--- config.mk ---
export PLATFORM = sky130hd
export DESIGN_NAME = cbus_rr_arbiter_flat
export DESIGN_NICKNAME = d
export VERILOG_FILES = /design/src/rtl/cbus_rr_arbiter_pkg.sv /design/src/rtl/cbus_rr_arbiter_if.sv /design/src/rtl/cbus_rr_arbiter_pick.sv /design/src/rtl/cbus_rr_arbiter.sv /design/src/flat_wrapper.sv
export SDC_FILE = /design/constraint.sdc
export NUM_CORES = 1
export LEC_CHECK = 0
export BUFFER_PORTS_ARGS = -buffer_cell sky130_fd_sc_hd__buf_2
export CORE_AREA = 2 2 124 126
export CTS_CLUSTER_DIAMETER = 40
export CTS_CLUSTER_SIZE = 16
export DETAILED_ROUTE_END_ITERATION = 7
export DIE_AREA = 0 0 126 128
export SYNTH_ARGS = -nofsm -noshare
export SYNTH_HDL_FRONTEND = slang
export SYNTH_HIERARCHICAL = 1
export SYNTH_SLANG_ARGS = --single-unit
--- constraint.sdc ---
create_clock -name clk -period 2.1 [get_ports clk]
set_input_delay 0.105 -clock clk [delete_from_list [all_inputs] [get_ports clk]]
set_output_delay 0.105 -clock clk [all_outputs]
set_load 0.03 [all_outputs]
--- src/rtl/cbus_rr_arbiter_pkg.sv ---
// rtl/cbus_rr_arbiter_pkg.sv - shared CBus request/response types and arbiter enums
package cbus_rr_arbiter_pkg;

   typedef struct packed {
      logic        valid;
      logic        write;
      logic [3:0]  len;
      logic [31:0] addr;
      logic [31:0] wdata;
   } cbus_req_t;

   typedef struct packed {
      logic        ready;
      logic        last;
      logic [31:0] rdata;
   } cbus_resp_t;

   typedef enum logic {ARB_FIXED, ARB_RR} arb_mode_t;

   typedef enum logic {ST_IDLE, ST_BUSY} arb_state_t;

endpackage

--- src/rtl/cbus_rr_arbiter_if.sv ---
// rtl/cbus_rr_arbiter_if.sv - upstream/downstream CBus bundle seen by the arbiter
interface cbus_rr_arbiter_if
   import cbus_rr_arbiter_pkg::*;
#(
   parameter int NUM_CH = 2
);
   cbus_req_t  ireqs  [NUM_CH];
   cbus_resp_t iresps [NUM_CH];
   cbus_req_t  oreq;
   cbus_resp_t oresp;

   modport master (output ireqs, output oresp, input iresps, input oreq);
   modport slave  (input ireqs, input oresp, output iresps, output oreq);
endinterface

--- src/rtl/cbus_rr_arbiter_pick.sv ---
// rtl/cbus_rr_arbiter_pick.sv - first valid channel at or after a start index, cyclic
module cbus_arb_pick #(
   parameter int NUM_CH = 2
) (
   input  logic [NUM_CH-1:0]         valid,
   input  logic [$clog2(NUM_CH)-1:0] start,
   output logic [$clog2(NUM_CH)-1:0] idx,
   output logic                      found
);
   localparam int IW = $clog2(NUM_CH);

   logic [NUM_CH-1:0] rot;
   logic [IW-1:0]     off;
   logic [IW:0]       sum;

   always_comb begin
      // rot[k] is valid[(start + k) mod NUM_CH]; lowest set offset wins
      rot = NUM_CH'({valid, valid} >> start);
      off = '0;
      for (int k = NUM_CH - 1; k >= 0; k--) begin
         if (rot[k]) off = IW'(k);
      end
      sum = {1'b0, start} + {1'b0, off};
      if (sum >= (IW+1)'(NUM_CH)) sum = sum - (IW+1)'(NUM_CH);
      idx   = sum[IW-1:0];
      found = |valid;
   end
endmodule

--- src/rtl/cbus_rr_arbiter.sv ---
// rtl/cbus_rr_arbiter.sv - N:1 CBus arbiter holding ownership until the last beat
module cbus_rr_arbiter
   import cbus_rr_arbiter_pkg::*;
#(
   parameter int        NUM_CH = 2,
   parameter arb_mode_t MODE   = ARB_RR
) (
   input  logic                      clk,
   input  logic                      resetn,
   cbus_rr_arbiter_if.slave          bus,
   output logic [$clog2(NUM_CH)-1:0] grant_idx,
   output logic                      busy
);
   localparam int IW = $clog2(NUM_CH);

   arb_state_t        state, state_nx;
   logic [IW-1:0]     grant_nx, rr_ptr, rr_nx, pick_start, pick_idx;
   logic [NUM_CH-1:0] valid_vec;
   logic              pick_found;

   always_comb begin
      for (int i = 0; i < NUM_CH; i++) valid_vec[i] = bus.ireqs[i].valid;
      pick_start = (MODE == ARB_RR) ? rr_ptr : '0;
   end

   cbus_arb_pick #(.NUM_CH(NUM_CH)) u_pick (
      .valid (valid_vec),
      .start (pick_start),
      .idx   (pick_idx),
      .found (pick_found)
   );

   always_ff @(posedge clk) begin
      if (!resetn) begin
         state     <= ST_IDLE;
         grant_idx <= '0;
         rr_ptr    <= '0;
      end else begin
         state     <= state_nx;
         grant_idx <= grant_nx;
         rr_ptr    <= rr_nx;
      end
   end

   always_comb begin
      state_nx = state;
      grant_nx = grant_idx;
      rr_nx    = rr_ptr;
      case (state)
         ST_IDLE: begin
            if (pick_found) begin
               state_nx = ST_BUSY;
               grant_nx = pick_idx;
            end
         end
         ST_BUSY: begin
            // Owner is held regardless of its valid until the final accepted beat
            if (bus.oresp.ready && bus.oresp.last) begin
               state_nx = ST_IDLE;
               if (MODE == ARB_RR)
                  rr_nx = (grant_idx == IW'(NUM_CH - 1)) ? '0 : grant_idx + 1'b1;
            end
         end
         default: state_nx = ST_IDLE;
      endcase
   end

   always_comb begin
      busy     = (state == ST_BUSY);
      bus.oreq = busy ? bus.ireqs[grant_idx] : '0;
      for (int i = 0; i < NUM_CH; i++)
         bus.iresps[i] = (busy && grant_idx == IW'(i)) ? bus.oresp : '0;
   end
endmodule

--- src/flat_wrapper.sv ---
// flat-port wrapper written by rule: the top's interface ports become plain ports
module cbus_rr_arbiter_flat import cbus_rr_arbiter_pkg::*;
#(
   parameter int        NUM_CH = 2,
   parameter arb_mode_t MODE   = ARB_RR
)
  (clk, resetn, grant_idx, busy, bus_ireqs, bus_oresp, bus_iresps, bus_oreq);
  cbus_rr_arbiter_if #(.NUM_CH(NUM_CH)) bus_i ();
  input  logic clk;
  input  logic resetn;
  output logic [$clog2(NUM_CH)-1:0] grant_idx;
  output logic busy;
  input wire logic [$bits(bus_i.ireqs)-1:0] bus_ireqs;
  input wire logic [$bits(bus_i.oresp)-1:0] bus_oresp;
  output wire logic [$bits(bus_i.iresps)-1:0] bus_iresps;
  output wire logic [$bits(bus_i.oreq)-1:0] bus_oreq;
  assign bus_i.ireqs = {>>{bus_ireqs}};
  assign bus_i.oresp = bus_oresp;
  assign bus_iresps = {>>{bus_i.iresps}};
  assign bus_oreq = bus_i.oreq;
  cbus_rr_arbiter #(.NUM_CH(NUM_CH), .MODE(MODE)) u_core (.clk(clk), .resetn(resetn), .bus(bus_i), .grant_idx(grant_idx), .busy(busy));
endmodule
==> results of run 1 <==
[flip-flops by register name (all words and copies together), names as in the netlist]
name	flops
u_core/busy	1
u_core/grant_idx	1
u_core/pick_start	1
[cells in the mapped netlist]
cell	number	area share
buf_8	1	0.0081
buf_4	6	0.024
buf_2	2	0.0054
buf_6	1	0.0061
mux2i_1	71	0.38
clkbuf_2	6	0.016
and2_1	34	0.11
nand4_1	1	0.0034
clkbuf_1	11	0.022
a31oi_1	2	0.0067
o21ai_0	1	0.0027
nand2_1	2	0.0040
and3_1	34	0.11
nor2b_1	72	0.24
or2_1	1	0.0034
and2b_4	1	0.0054
dfxtp_1	3	0.032
nor2_1	2	0.0040
o21ai_1	1	0.0027
[cells by family (layout without fill, tap and decap cells)]
| kind of cell | after synthesis | count (layout) |
|---|---|---|
| AO/OA/AOI/OAI | 4 | 4 |
| buffers and inverters | 27 | 325 |
| flip-flops | 3 | 3 |
| multiplexers | 71 | 71 |
| other | 0 | 1 |
| AND/OR/NAND/NOR | 147 | 147 |
[worst min-delay path, stage by stage]
cell	delay, ps
buf_2	110
nand2_1	50
nor2_1	30
[final cells by class]
cell class,count,area (µm²)
Tap cell,188,235
Sequential cell,3,65.1
Clock buffer,4,78.8
Antenna cell,1,2.50
Multi-Input combinational cell,222,1650
Timing Repair Buffer,321,1630
Fill cell,1681,11200
[path summary, 6_finish.rpt]
| kind | slack (ps) | endpoint | cells past startpoint |
|---|---|---|---|
| worst max-delay path | 330 | bus_oreq[27] | 4 |
| worst min-delay path | 120 | u_core/pick_start$_SDFFE_PN0P_ | 3 |
| worst max register to register | 830 | u_core/pick_start$_SDFFE_PN0P_ | 4 |
| worst min register to register | 510 | u_core/pick_start$_SDFFE_PN0P_ | 2 |
[power by group through the flow]
stage / registers [mW] / logic [mW] / clock network (mW)
2_1_floorplan: 0.0695 / 0.619 / 0
3_3_place_gp: 0.0764 / 0.960 / 0
3_5_place_dp: 0.0773 / 0.964 / 0
4_1_cts: 0.0764 / 0.966 / 0.307
5_1_grt: 0.0774 / 1.02 / 0.315
6_report: 0.0763 / 0.957 / 0.303
[routing by layer]
layer,global-route usage,vias to the layer above,part of all wire
li1,-,1446,-
met1,0.121,1214,0.41
met2,0.169,155,0.48
met3,0.0167,4,0.094
met4,0.0252,0,0.0074
met5,0,-,0
==> out/qor.txt, run 1 <==
Area of the core = 14,900 µm²
Max-Cap Viols = 0
Synthesized flop and latch total = 3
GPL Wtd Cong = 0.761
NetSw = 0.649 mW
Post-synthesis adder-cell area fraction = 0
Initial antenna violation count = 1
Compound-cell area share of the yosys netlist = 0.0121
Status = finished, final reports clean
Hold crit path type = primary input to flop
Max H-tree Level = 1
Clock sinks = 3
Fin crit share = 0.842
IO buf count = 315
Row count = 45
Initial DRT Pass Iterations = 4
VDD IR max = 0.164 mV
Post-layout instance area = 3660 µm²
Slowest-stage cell, CP = dfxtp_4
Most common cell after layout, fill and taps aside = buf_2
Mapped Cells = 252
Max Fclk = 566 MHz
Min-delay src = resetn
Iteration-0 DRC Markers = 66
Largest net degree at the start of global routing = 62
Power Dens Cells = 365 nW/µm²
Top delay family on crit path = flip-flops
Post_cts resized = 0
Post-CTS setup repair buffer count = 0
DRC Markers = 0
Synth unique cells = 19
RSZ-0062 raised after global routing = false
GR Util All Layers = 0.0959
Vias = 2,819
Sequential element share of the synthesized area = 0.0323
Worst rel slew slack = 0.671
Cell Area, Synth = 1860 µm²
Pleak = 2.15 nW
Starting Density = 0.125
Final ANT Viol Nets = 0
Setup TNS = 0 ps
Final WL = 9160 µm
Switch share = 0.486
Fin worst setup slack = 332 ps
Inst Count DP = 734
Mux contribution to synthesized area = 0.382
Logic pwr share = 0.716
Largest family of logic cells by synthesized area = simple AND/OR/NAND/NOR gates
CTS Buf Count = 3
Worst-Skew Late Latency = 220 ps
Final setup fails = 0
IO Count = 316
Kind of critical path = flop to output port
Overall power = 1.34 mW
Crit path buffers/inverters = 2
Worst Setup SP = u_core/grant_idx$_SDFFE_PN0P_
Critical path peak fanout = 44
Worst slew pin tran = 494 ps
Clock power frac = 0.227
Fraction of synthesized cell area in xor and xnor cells = 0
Clock transition at the registers of the reported paths = 30 ps
Syn avg cell area = 7.38 µm²
Skew final = 1.42 ps
First-pass GRT wire length = 12,700 µm
Slowest cell delay on critical path = 600 ps
Vias per Instance = 3.81
Area Growth Syn to Fin = 97.0%
GRT overflow = 0
CTS Hold Bufs = 0
Die ar. = 16,100 µm²
Post-layout util = 0.246
Die X = 126 µm
Flop pwr share = 0.057
Hpwl dp = 7550 µm
CTS tree = built
Simple-Gate Fraction of Synth Area = 0.491
Nature of the critical path startpoint = flop
YS warnings = 6
CTS root buf = clkbuf_16
Pre-CTS WS = 538 ps
Crit end category = output port
Final hold viol count = 0
Cells along the critical path = buf_12 -> mux2i_1 -> nor2b_1 -> buf_2
Int Power = 0.687 mW
Hold Slack = 122 ps
DIE HEIGHT = 128 µm
Critical path required time = 2000 ps
WL/cell = 12.4 µm
Worst r2r src = u_core/grant_idx$_SDFFE_PN0P_
Synthesized Nets = 428
Placed Area = 3580 µm²
Fin. max-slew vios = 0
CTS Buffer Depth = 2
Minimum clock period = 1770 ps
Final #Nets = 727
Non-filler cells, final = 739
Number of global-route vias before repair = 2,460
Share of cells above drive strength 1 = 0.595
Commonest cells after routing, fill and taps aside = buf_2 (315), nor2b_1 (72), mux2i_1 (71)
Crit path DAT = 1660 ps
(Power assumes the default switching activity.)
==> inputs of run 2 (changes only) <==
==> constraint.sdc (replaced) <==
create_clock -name clk -period 1.5 [get_ports clk]
set_input_delay 0.075 -clock clk [delete_from_list [all_inputs] [get_ports clk]]
set_output_delay 0.075 -clock clk [all_outputs]
set_load 0.03 [all_outputs]
==> run 2 against run 1 <==
  * Design area is 16% higher
  * Routed wire length is 11% higher
  * Worst setup slack got worse by 330 ps
  * Sequential share of layout area decreased by 0.25 points
  * Largest cell class is now non-clock buffers
==> out/qor.txt, run 2 (same netlist as run 1, synthesis figures left out) <==
Status = finished, final reports clean
Clock transition at the registers of the reported paths = 30 ps (about the same)
Commonest cells after routing, fill and taps aside = buf_2 (275), nor2b_2 (70), mux2i_1 (54)
Min-delay src = resetn
First-pass GRT wire length = 12,500 µm (-1.7%)
Switch share = 0.465 (-0.0213)
Fin crit share = 1.00
Critical path peak fanout = 14 (-68%)
Vias per Instance = 3.93 (+2.9%)
Max Fclk = 667 MHz
Share of cells above drive strength 1 = 0.759 (+0.165)
Slowest-stage cell, CP = dfxtp_4
Power Dens Cells = 498 nW/µm² (+37%)
Int Power = 1.14 mW (+66%)
DIE HEIGHT = 128 µm (unchanged)
Crit end category = output port
Worst rel slew slack = 0.857 (+0.186)
Post-layout util = 0.287 (+0.0406)
Fin worst setup slack = 0.0339 ps (-332 ps)
Iteration-0 DRC Markers = 58 (-12%)
Skew final = 0.131 ps (-1.29 ps)
NetSw = 0.987 mW (+52%)
Initial DRT Pass Iterations = 4 (unchanged)
Area Growth Syn to Fin = 129%
Vias = 2,940 (+4.3%)
CTS tree = built
Final #Nets = 738 (+1.5%)
Minimum clock period = 1500 ps
Area of the core = 14,900 µm² (unchanged)
DRC Markers = 0 (unchanged)
IO buf count = 315 (unchanged)
Antenna Cells = 0 (-1)
Crit path DAT = 1420 ps (-240 ps)
Number of global-route vias before repair = 2,558 (+4.0%)
Most common cell after layout, fill and taps aside = buf_2
GR Util All Layers = 0.0952 (-0.000710)
Cells along the critical path = buf_4 -> buf_16 -> mux2i_4 -> nor2b_2 -> clkbuf_4
GPL Wtd Cong = 0.756 (-0.75%)
Hpwl dp = 7130 µm (-5.5%)
Clock sinks = 3 (unchanged)
CTS Hold Bufs = 0 (unchanged)
CTS Buffer Depth = 2 (unchanged)
Hold crit path type = primary input to flop
Slowest cell delay on critical path = 350 ps (-250 ps)
Final hold viol count = 0 (unchanged)
Logic pwr share = 0.756 (+0.040)
Clock power frac = 0.200 (-0.027)
Flop pwr share = 0.044 (-0.013)
Pre-CTS WS = 180 ps (-359 ps)
Nature of the critical path startpoint = flop
Kind of critical path = flop to output port
Starting Density = 0.125 (unchanged)
Fin. max-slew vios = 0 (unchanged)
Max-Cap Viols = 0 (unchanged)
Final WL = 10,200 µm (+11%)
VDD IR max = 0.317 mV (+93%)
Die X = 126 µm (unchanged)
Pleak = 2.35 nW (+9.0%)
Max H-tree Level = 1 (unchanged)
WL/cell = 13.6 µm (+10%)
Worst Setup SP = u_core/grant_idx$_SDFFE_PN0P_
CTS Buf Count = 3 (unchanged)
CTS root buf = clkbuf_16
Worst-Skew Late Latency = 220 ps (about the same)
RSZ-0062 raised after global routing = true
IO Count = 316 (unchanged)
Final setup fails = 0 (unchanged)
Largest net degree at the start of global routing = 70 (+13%)
Initial antenna violation count = 0 (-1)
Row count = 45 (unchanged)
Overall power = 2.12 mW (+59%)
Final ANT Viol Nets = 0 (unchanged)
Critical path required time = 1420 ps (-580 ps)
Die ar. = 16,100 µm² (unchanged)
Worst slew pin tran = 208 ps (-286 ps)
Worst r2r src = u_core/busy$_SDFF_PN0_
GRT overflow = 0 (unchanged)
==> run 2: final timing paths <==
kind	endpoint	slack, ps	depth (start not counted)
max	bus_oreq[18]	0.03	5
min	u_core/pick_start$_SDFFE_PN0P_	90	3
max reg2reg	u_core/grant_idx$_SDFFE_PN0P_	410	4
min reg2reg	u_core/pick_start$_SDFFE_PN0P_	520	2
==> run 2: power by group through the flow <==
stage                     clock [mW]  sequential (mW)  combinational (mW)
after floorplan                    0           0.0973               0.934
after global placement             0           0.0938                1.42
after detailed placement           0           0.0936                1.43
after CTS                      0.435           0.0933                1.48
after global routing           0.443           0.0947                1.71
final                          0.426           0.0934                1.61
==> run 2: layer usage <==
metal,vias to the layer above,wire length [µm],track usage
li1,1476,-,-
met3,4,750,0.0196
met5,-,0,0
met1,1298,3940,0.109
met2,162,5420,0.178
met4,0,90,0.0271
==> run 2: final cells by class <==
cell class / count / area [µm²]
clock buffer: 4 / 78.8
fill: 1648 / 10600
multi-input combinational: 224 / 1930
sequential: 3 / 65.1
tap: 188 / 235
timing repair buffer: 330 / 1950
==> run 2: metrics by stage <==
step / TNS [ps] / hold slack [ps] / std cells / instance area (µm²)
after floorplan: 0 / 182 / 252 / 2030
after global placement: 0 / 329 / 733 / 3770
after detailed placement: 0 / 328 / 733 / 3770
after CTS: -222 / 93.1 / 737 / 3960
after global routing: -1660 / 113 / 749 / 4270
final: 0 / 94.0 / 749 / 4270
==> run 2: critical path, delay by kind of cell, from the launching register on <==
kind	cells	cell delay [ps]
buffers and inverters	3	510
AND/OR/NAND/NOR	1	50
flip-flops	1	350
multiplexers	1	270
==> run 2: repair_timing <==
item                       CTS  global route
cloned                       0             7
setup endpoints to repair   25            98
pin swaps                    0             0
buffers inserted             0             5
gates resized for setup     39            38
